**config.mk**
```make
export PLATFORM = sky130hd
export DESIGN_NAME = irrigation_cycle_sequencer_flat
export DESIGN_NICKNAME = d
export VERILOG_FILES = /design/src/rtl/irrigation_pkg.sv /design/src/rtl/irrigation_cycle_sequencer_if.sv /design/src/rtl/tick_generator.sv /design/src/rtl/irrigation_cycle_sequencer.sv /design/src/flat_wrapper.sv
export SDC_FILE = /design/constraint.sdc
export NUM_CORES = 1
export LEC_CHECK = 0
export CORE_MARGIN = 2
export CORE_UTILIZATION = 35
export DETAILED_ROUTE_END_ITERATION = 6
export PLACE_DENSITY = 0.59
export SLEW_MARGIN = 10
export SYNTH_ARGS = -nofsm -noshare
export SYNTH_HDL_FRONTEND = slang
export SYNTH_SLANG_ARGS = --single-unit
```
**constraint.sdc**
```tcl
create_clock -name clock -period 7.15 [get_ports clock]
set_clock_uncertainty 0.2 [all_clocks]
set_input_delay 1.43 -clock clock [delete_from_list [all_inputs] [get_ports clock]]
set_output_delay 1.43 -clock clock [all_outputs]
set_load 0.01 [all_outputs]
```
**src/rtl/irrigation_pkg.sv**
```systemverilog
// Shared types for the irrigation actuator path: FSM state encoding, BCD digit
// type and an elaboration-time seconds-to-BCD helper.
package irrigation_pkg;

  typedef enum logic [1:0] {
    IDLE   = 2'd0,
    RUN    = 2'd1,
    SETTLE = 2'd2,
    FAULT  = 2'd3
  } state_t;

  typedef logic [3:0] bcd_t;

  // Packs {tens, ones}; only used for parameter constants (n in 0..99).
  function automatic logic [7:0] to_bcd2(input int n);
    logic [7:0] r;
    r[7:4] = 4'(n / 10);
    r[3:0] = 4'(n % 10);
    return r;
  endfunction

endpackage

```
**src/rtl/irrigation_cycle_sequencer_if.sv**
```systemverilog
// Request/status bundle between the irrigation controller and the cycle
// sequencer; the sequencer sits on the slave side.
interface irrigation_cycle_sequencer_if;
  import irrigation_pkg::*;

  logic irrigation_on;
  logic splinker_mode_on;
  logic conflicting_values;
  logic splinker_bomb;
  logic dripper_valvule;
  bcd_t seconds_tens;
  bcd_t seconds_ones;
  logic cycle_active;
  logic cycle_done;
  logic fault;

  modport master (
    output irrigation_on, splinker_mode_on, conflicting_values,
    input  splinker_bomb, dripper_valvule, seconds_tens, seconds_ones,
           cycle_active, cycle_done, fault
  );

  modport slave (
    input  irrigation_on, splinker_mode_on, conflicting_values,
    output splinker_bomb, dripper_valvule, seconds_tens, seconds_ones,
           cycle_active, cycle_done, fault
  );

endinterface

```
**src/rtl/tick_generator.sv**
```systemverilog
// Free-running prescaler producing a one-clock tick every TICK_DIV clocks;
// clear restarts the period so the next tick lands TICK_DIV clocks later.
module tick_generator #(
  parameter int TICK_DIV = 50_000_000
) (
  input  logic clock,
  input  logic reset,
  input  logic clear,
  output logic tick
);

  localparam int W = (TICK_DIV > 1) ? $clog2(TICK_DIV) : 1;
  localparam logic [W-1:0] LAST = W'(TICK_DIV - 1);

  logic [W-1:0] prescaler_reg;

  always_ff @(posedge clock) begin
    if (reset || clear) begin
      prescaler_reg <= '0;
    end else if (prescaler_reg == LAST) begin
      prescaler_reg <= '0;
    end else begin
      prescaler_reg <= prescaler_reg + W'(1);
    end
  end

  assign tick = (prescaler_reg == LAST);

endmodule

```
**src/rtl/irrigation_cycle_sequencer.sv**
```systemverilog
// Runs one bounded watering cycle (timed RUN, then SETTLE lockout) per request,
// drives the selected valve and a two-digit BCD countdown for the display.
module irrigation_cycle_sequencer
  import irrigation_pkg::*;
#(
  parameter int TICK_DIV          = 50_000_000,
  parameter int SPRINKLER_SECONDS = 30,
  parameter int DRIPPER_SECONDS   = 60,
  parameter int SETTLE_SECONDS    = 5
) (
  input logic clock,
  input logic reset,
  irrigation_cycle_sequencer_if.slave bus
);

  localparam logic [7:0] SPRINKLER_BCD = to_bcd2(SPRINKLER_SECONDS);
  localparam logic [7:0] DRIPPER_BCD   = to_bcd2(DRIPPER_SECONDS);
  localparam logic [7:0] SETTLE_BCD    = to_bcd2(SETTLE_SECONDS);

  state_t state_reg;
  bcd_t   tens_reg;
  bcd_t   ones_reg;
  logic   bomb_reg;
  logic   dripper_reg;
  logic   active_reg;
  logic   done_reg;
  logic   fault_reg;

  logic tick;
  logic prescaler_clear;
  logic last_second;

  // IDLE/FAULT hold the prescaler at zero so RUN and SETTLE entries from them
  // start a full period; a completion tick wraps it naturally, only an abort
  // has to clear it explicitly.
  always_comb begin
    prescaler_clear = 1'b1;
    case (state_reg)
      RUN:     prescaler_clear = ~bus.irrigation_on;
      SETTLE:  prescaler_clear = 1'b0;
      default: prescaler_clear = 1'b1;
    endcase
  end

  tick_generator #(.TICK_DIV(TICK_DIV)) u_tick (
    .clock(clock),
    .reset(reset),
    .clear(prescaler_clear),
    .tick (tick)
  );

  assign last_second = (tens_reg == 4'd0) && (ones_reg == 4'd1);

  always_ff @(posedge clock) begin
    if (reset) begin
      state_reg   <= IDLE;
      tens_reg    <= '0;
      ones_reg    <= '0;
      bomb_reg    <= 1'b0;
      dripper_reg <= 1'b0;
      active_reg  <= 1'b0;
      done_reg    <= 1'b0;
      fault_reg   <= 1'b0;
    end else begin
      done_reg <= 1'b0;
      if (bus.conflicting_values) begin
        state_reg   <= FAULT;
        tens_reg    <= '0;
        ones_reg    <= '0;
        bomb_reg    <= 1'b0;
        dripper_reg <= 1'b0;
        active_reg  <= 1'b0;
        fault_reg   <= 1'b1;
      end else begin
        case (state_reg)
          IDLE: begin
            if (bus.irrigation_on) begin
              state_reg <= RUN;
              // The valve registers themselves hold the latched mode.
              bomb_reg    <= bus.splinker_mode_on;
              dripper_reg <= ~bus.splinker_mode_on;
              active_reg  <= 1'b1;
              {tens_reg, ones_reg} <= bus.splinker_mode_on ? SPRINKLER_BCD : DRIPPER_BCD;
            end
          end
          RUN: begin
            if (!bus.irrigation_on || (tick && last_second)) begin
              state_reg   <= SETTLE;
              bomb_reg    <= 1'b0;
              dripper_reg <= 1'b0;
              active_reg  <= 1'b0;
              done_reg    <= bus.irrigation_on;
              {tens_reg, ones_reg} <= SETTLE_BCD;
            end else if (tick) begin
              if (ones_reg == 4'd0) begin
                ones_reg <= 4'd9;
                tens_reg <= tens_reg - 4'd1;
              end else begin
                ones_reg <= ones_reg - 4'd1;
              end
            end
          end
          SETTLE: begin
            if (tick && last_second) begin
              state_reg <= IDLE;
              tens_reg  <= '0;
              ones_reg  <= '0;
            end else if (tick) begin
              if (ones_reg == 4'd0) begin
                ones_reg <= 4'd9;
                tens_reg <= tens_reg - 4'd1;
              end else begin
                ones_reg <= ones_reg - 4'd1;
              end
            end
          end
          FAULT: begin
            state_reg <= SETTLE;
            fault_reg <= 1'b0;
            {tens_reg, ones_reg} <= SETTLE_BCD;
          end
          default: begin
            state_reg   <= IDLE;
            tens_reg    <= '0;
            ones_reg    <= '0;
            bomb_reg    <= 1'b0;
            dripper_reg <= 1'b0;
            active_reg  <= 1'b0;
            fault_reg   <= 1'b0;
          end
        endcase
      end
    end
  end

  assign bus.splinker_bomb   = bomb_reg;
  assign bus.dripper_valvule = dripper_reg;
  assign bus.seconds_tens    = tens_reg;
  assign bus.seconds_ones    = ones_reg;
  assign bus.cycle_active    = active_reg;
  assign bus.cycle_done      = done_reg;
  assign bus.fault           = fault_reg;

endmodule

```
**src/flat_wrapper.sv**
```systemverilog
// flat-port wrapper written by rule: the top's interface ports become plain ports
module irrigation_cycle_sequencer_flat import irrigation_pkg::*;
#(
  parameter int TICK_DIV          = 50_000_000,
  parameter int SPRINKLER_SECONDS = 30,
  parameter int DRIPPER_SECONDS   = 60,
  parameter int SETTLE_SECONDS    = 5
)
  (clock, reset, bus_irrigation_on, bus_splinker_mode_on, bus_conflicting_values, bus_splinker_bomb, bus_dripper_valvule, bus_seconds_tens, bus_seconds_ones, bus_cycle_active, bus_cycle_done, bus_fault);
  irrigation_cycle_sequencer_if bus_i ();
  input logic clock;
  input logic reset;
  input wire logic [$bits(bus_i.irrigation_on)-1:0] bus_irrigation_on;
  input wire logic [$bits(bus_i.splinker_mode_on)-1:0] bus_splinker_mode_on;
  input wire logic [$bits(bus_i.conflicting_values)-1:0] bus_conflicting_values;
  output wire logic [$bits(bus_i.splinker_bomb)-1:0] bus_splinker_bomb;
  output wire logic [$bits(bus_i.dripper_valvule)-1:0] bus_dripper_valvule;
  output wire logic [$bits(bus_i.seconds_tens)-1:0] bus_seconds_tens;
  output wire logic [$bits(bus_i.seconds_ones)-1:0] bus_seconds_ones;
  output wire logic [$bits(bus_i.cycle_active)-1:0] bus_cycle_active;
  output wire logic [$bits(bus_i.cycle_done)-1:0] bus_cycle_done;
  output wire logic [$bits(bus_i.fault)-1:0] bus_fault;
  assign bus_i.irrigation_on = bus_irrigation_on;
  assign bus_i.splinker_mode_on = bus_splinker_mode_on;
  assign bus_i.conflicting_values = bus_conflicting_values;
  assign bus_splinker_bomb = bus_i.splinker_bomb;
  assign bus_dripper_valvule = bus_i.dripper_valvule;
  assign bus_seconds_tens = bus_i.seconds_tens;
  assign bus_seconds_ones = bus_i.seconds_ones;
  assign bus_cycle_active = bus_i.cycle_active;
  assign bus_cycle_done = bus_i.cycle_done;
  assign bus_fault = bus_i.fault;
  irrigation_cycle_sequencer #(.TICK_DIV(TICK_DIV), .SPRINKLER_SECONDS(SPRINKLER_SECONDS), .DRIPPER_SECONDS(DRIPPER_SECONDS), .SETTLE_SECONDS(SETTLE_SECONDS)) u_core (.clock(clock), .reset(reset), .bus(bus_i));
endmodule
```
==> out/qor.txt <==
Run status: finished clean
Type of the setup path with the least slack: in -> reg
Clock root buffer master: clkbuf_8
Area contributors post-synth: dfxtp_1 (39%), nor2_1 (8.6%), xnor2_1 (7.5%)
Number of clock buffers inserted by TritonCTS: 5
Number of hold buffers added after cts: 0
Period utilization: 54.5%
PortBufs: 17
I/O pin count: 18
Cell area after technology mapping: 0.00210 mm²
WP data required: 7.17 ns
CP max-delay cell: or3_1
Final critical delay including setup and external delays: 3.90 ns
Post-detailed-route wirelength per cell: 12.3 µm
Power per standard cell area: 195 mW/mm²
Initial cell density of the core: 35.8%
Most common cell after layout, fill and taps aside: nor2_1
Relative area change from synthesis to final layout: 15.6%
Delay of the slowest cell on the worst path: 0.77 ns
Fraction of the yosys area taken by sequential cells: 39.1%
Arrival @ worst endpoint: 3.93 ns
Switching part of the total: 23.8%
Sum Neg Setup Slack: 0 ns
Drt via density: 5.08
Unrepaired setup endpoints after global routing: no
Synthesized netlist net count: 273
Yosys top cell area share: 39.1%
Startpoint type of the worst setup path: input port
Hold path depth: 2
Routed vias: 1792
Flops & latches, synth: 41
Category of cells accounting for the largest share of critical-path delay: simple AND/OR/NAND/NOR gates
Antenna violations before repair: 0
Setup-failing EPs final: 0
Filler cells: 616
Cell accounting for the most synthesized area: dfxtp_1
Clock group share of total power: 41.8%
Number of DRC violations after detailed routing: 0
Combinational power share: 8.2%
Total grt overflow: 0
Final hold slack: 0.260 ns
Top library cells by usage in the layout, fill and taps aside: nor2_1 (48), dfxtp_1 (41), nand2_1 (22)
Sequential share of power: 50.0%
Floorplan row count: 28
Total number of H-tree levels: 2
CTS sink count: 41
All-layer global routing usage: 14.4%
Number of search-and-repair iterations in the first detailed-routing pass: 4
Die area: 0.00663 mm²
Post-synth EDFFs: 0
CP cell instances: clkdlybuf4s50_1 > nor2b_1 > a21oi_1 > or3_1 > nor2_1
Reg area: 821 µm²
Source-to-sink clock delay at the later pin of the worst-skew pair: 0.30 ns
Most used DFF post-synth: dfxtp_1
Internal: 0.361 mW
Logic depth of the worst path, buffers included: 5
Worst Setup End Kind: register
Die height: 81.4 µm
Number of diodes added for antenna fixing: 0
Type of the worst min-delay path: reg -> reg
Die extent in x: 81.4 µm
Peak VDD IR: 0.130 mV
Vias in the first global route: 1630
Async SR Flop Fraction: 0%
Mean instance size in the synthesized netlist: 7.97 µm²
Switching power summed over all nets: 0.113 mW
RePlAce Congestion: 0.866
Worst relative slew slack: 41.4%
Cells after Synth: 263
Count of synthesis-stage warnings from yosys: 0
Leakage: 0.780 nW
Number of flip-flops in the largest register: 26
Number of gates resized after CTS: 0
Post-DP HPWL: 3.20 mm
Pin count of the biggest net entering global routing: 27
Area of the core region: 0.00585 mm²
Total wire length after detailed routing: 4.35 mm
Combined area of the multi-input logic cells: 0.00117 mm²
Count of distinct cell types in the synthesized netlist: 49
Register-to-Register Path Depth: 5
Proportion of layout cells with a drive suffix above 1: 6.12%
CTS clk-pin slew, worst paths: 0.08 ns
Final Hold Vio Count: 0
Actual transition at the worst max-transition pin: 0.878 ns
Post-DP Area: 0.00230 mm²
CTS tree: done
Top fanout value on the critical path: 26
Number of nets still failing antenna checks after routing: 0
First-iteration detailed-routing DRC count: 111
Maximum frequency from static timing analysis: 256 MHz
Critical path buffers and inverters: 1
Post-layout instance area: 0.00242 mm²
Maxcap violations: 0
Wire length of the first global-routing pass: 7.36 mm
Maximum buffer depth of the clock tree: 2
Number of setup buffers added after CTS: 0
Final Max Tran Viols: 0
Layout Nets: 287
-- synthesized netlist by cell type, drive strengths merged, types with 2 or more instances --
| library cell | count |
|---|---|
| o21ai | 6 |
| inv | 13 |
| a22oi | 2 |
| clkbuf | 4 |
| nor3 | 13 |
| xnor2 | 18 |
| dfxtp | 41 |
| xor2 | 7 |
| and3 | 3 |
| nand4 | 7 |
| and4 | 3 |
| nor2 | 49 |
| nor4 | 2 |
| a21oi | 18 |
| nand2b | 2 |
| nand3b | 2 |
| or3 | 4 |
| ha | 5 |
| buf | 6 |
| or4 | 2 |
| nand3 | 11 |
| nand2 | 22 |
| or2 | 4 |
-- stage by stage --
| stage | std cells | util [%] | setup slack [ns] | power, mW |
|---|---|---|---|---|
| final | 353 | 41.4 | 3.25 | 0.474 |
| after global routing | 353 | 41.4 | 3.08 | 0.494 |
| after CTS | 353 | 41.4 | 3.27 | 0.479 |
| after detailed placement | 345 | 39.4 | 2.96 | 0.281 |
| after global placement | 345 | 39.4 | 3.03 | 0.281 |
| after floorplan | 263 | - | 4.48 | 0.268 |
-- worst register-to-register path: cells and delay by family (launching register included) --
family	cells	cell delay [ns]
simple gates	5	1.97
flops	1	0.42
-- kinds of logic after synthesis --
| family | Yosys count | synth area share, % |
|---|---|---|
| adder cells (fa/ha/maj) | 5 | 2.98 |
| AND/OR/NAND/NOR | 133 | 32.0 |
| AO/OA/AOI/OAI | 35 | 9.91 |
| XOR/XNOR | 25 | 10.4 |
| flip-flops | 41 | 39.1 |
| multiplexers | 1 | 0.477 |
| buffers and inverters | 23 | 5.01 |
-- per-layer routing --
layer | GRT usage, % | vias to the layer above | part of all wire, % | routed length (µm)
li1 | - | 926 | - | -
met3 | 3.67 | 7 | 4.4 | 193
met5 | 0 | - | 0 | 0
met2 | 23.1 | 44 | 45 | 1970
met4 | 5.76 | 0 | 1.5 | 67
met1 | 18.4 | 815 | 49 | 2120
-- path summary, 6_finish.rpt --
path,startpoint,to,slack [ns]
setup / recovery,bus_irrigation_on,u_core.u_tick.prescaler_reg[19],3.25
hold / removal,u_core.bus.splinker_bomb,u_core.bus.splinker_bomb,0.26
setup reg to reg,u_core.u_tick.prescaler_reg[17],u_core.u_tick.prescaler_reg[19],4.42
hold reg to reg,u_core.bus.splinker_bomb,u_core.bus.splinker_bomb,0.26
-- cell type report --
| type | instances | area share, % |
|---|---|---|
| Clock buffer | 6 | 3.41 |
| Clock inverter | 2 | 1.55 |
| Inverter | 13 | 2.01 |
| Multi-Input combinational cell | 199 | 48.3 |
| Sequential cell | 41 | 33.8 |
| Tap cell | 75 | 3.87 |
| Timing Repair Buffer | 17 | 7.02 |
-- power groups by stage --
stage / registers, mW / clock network, mW / logic, mW
after floorplan: 0.241 / 0 / 0.0279
after global placement: 0.242 / 0 / 0.0391
after detailed placement: 0.242 / 0 / 0.0388
after CTS: 0.237 / 0.203 / 0.0389
after global routing: 0.238 / 0.213 / 0.0440
final: 0.237 / 0.198 / 0.0389
No activity file was read; power rests on OpenSTA's default activity.
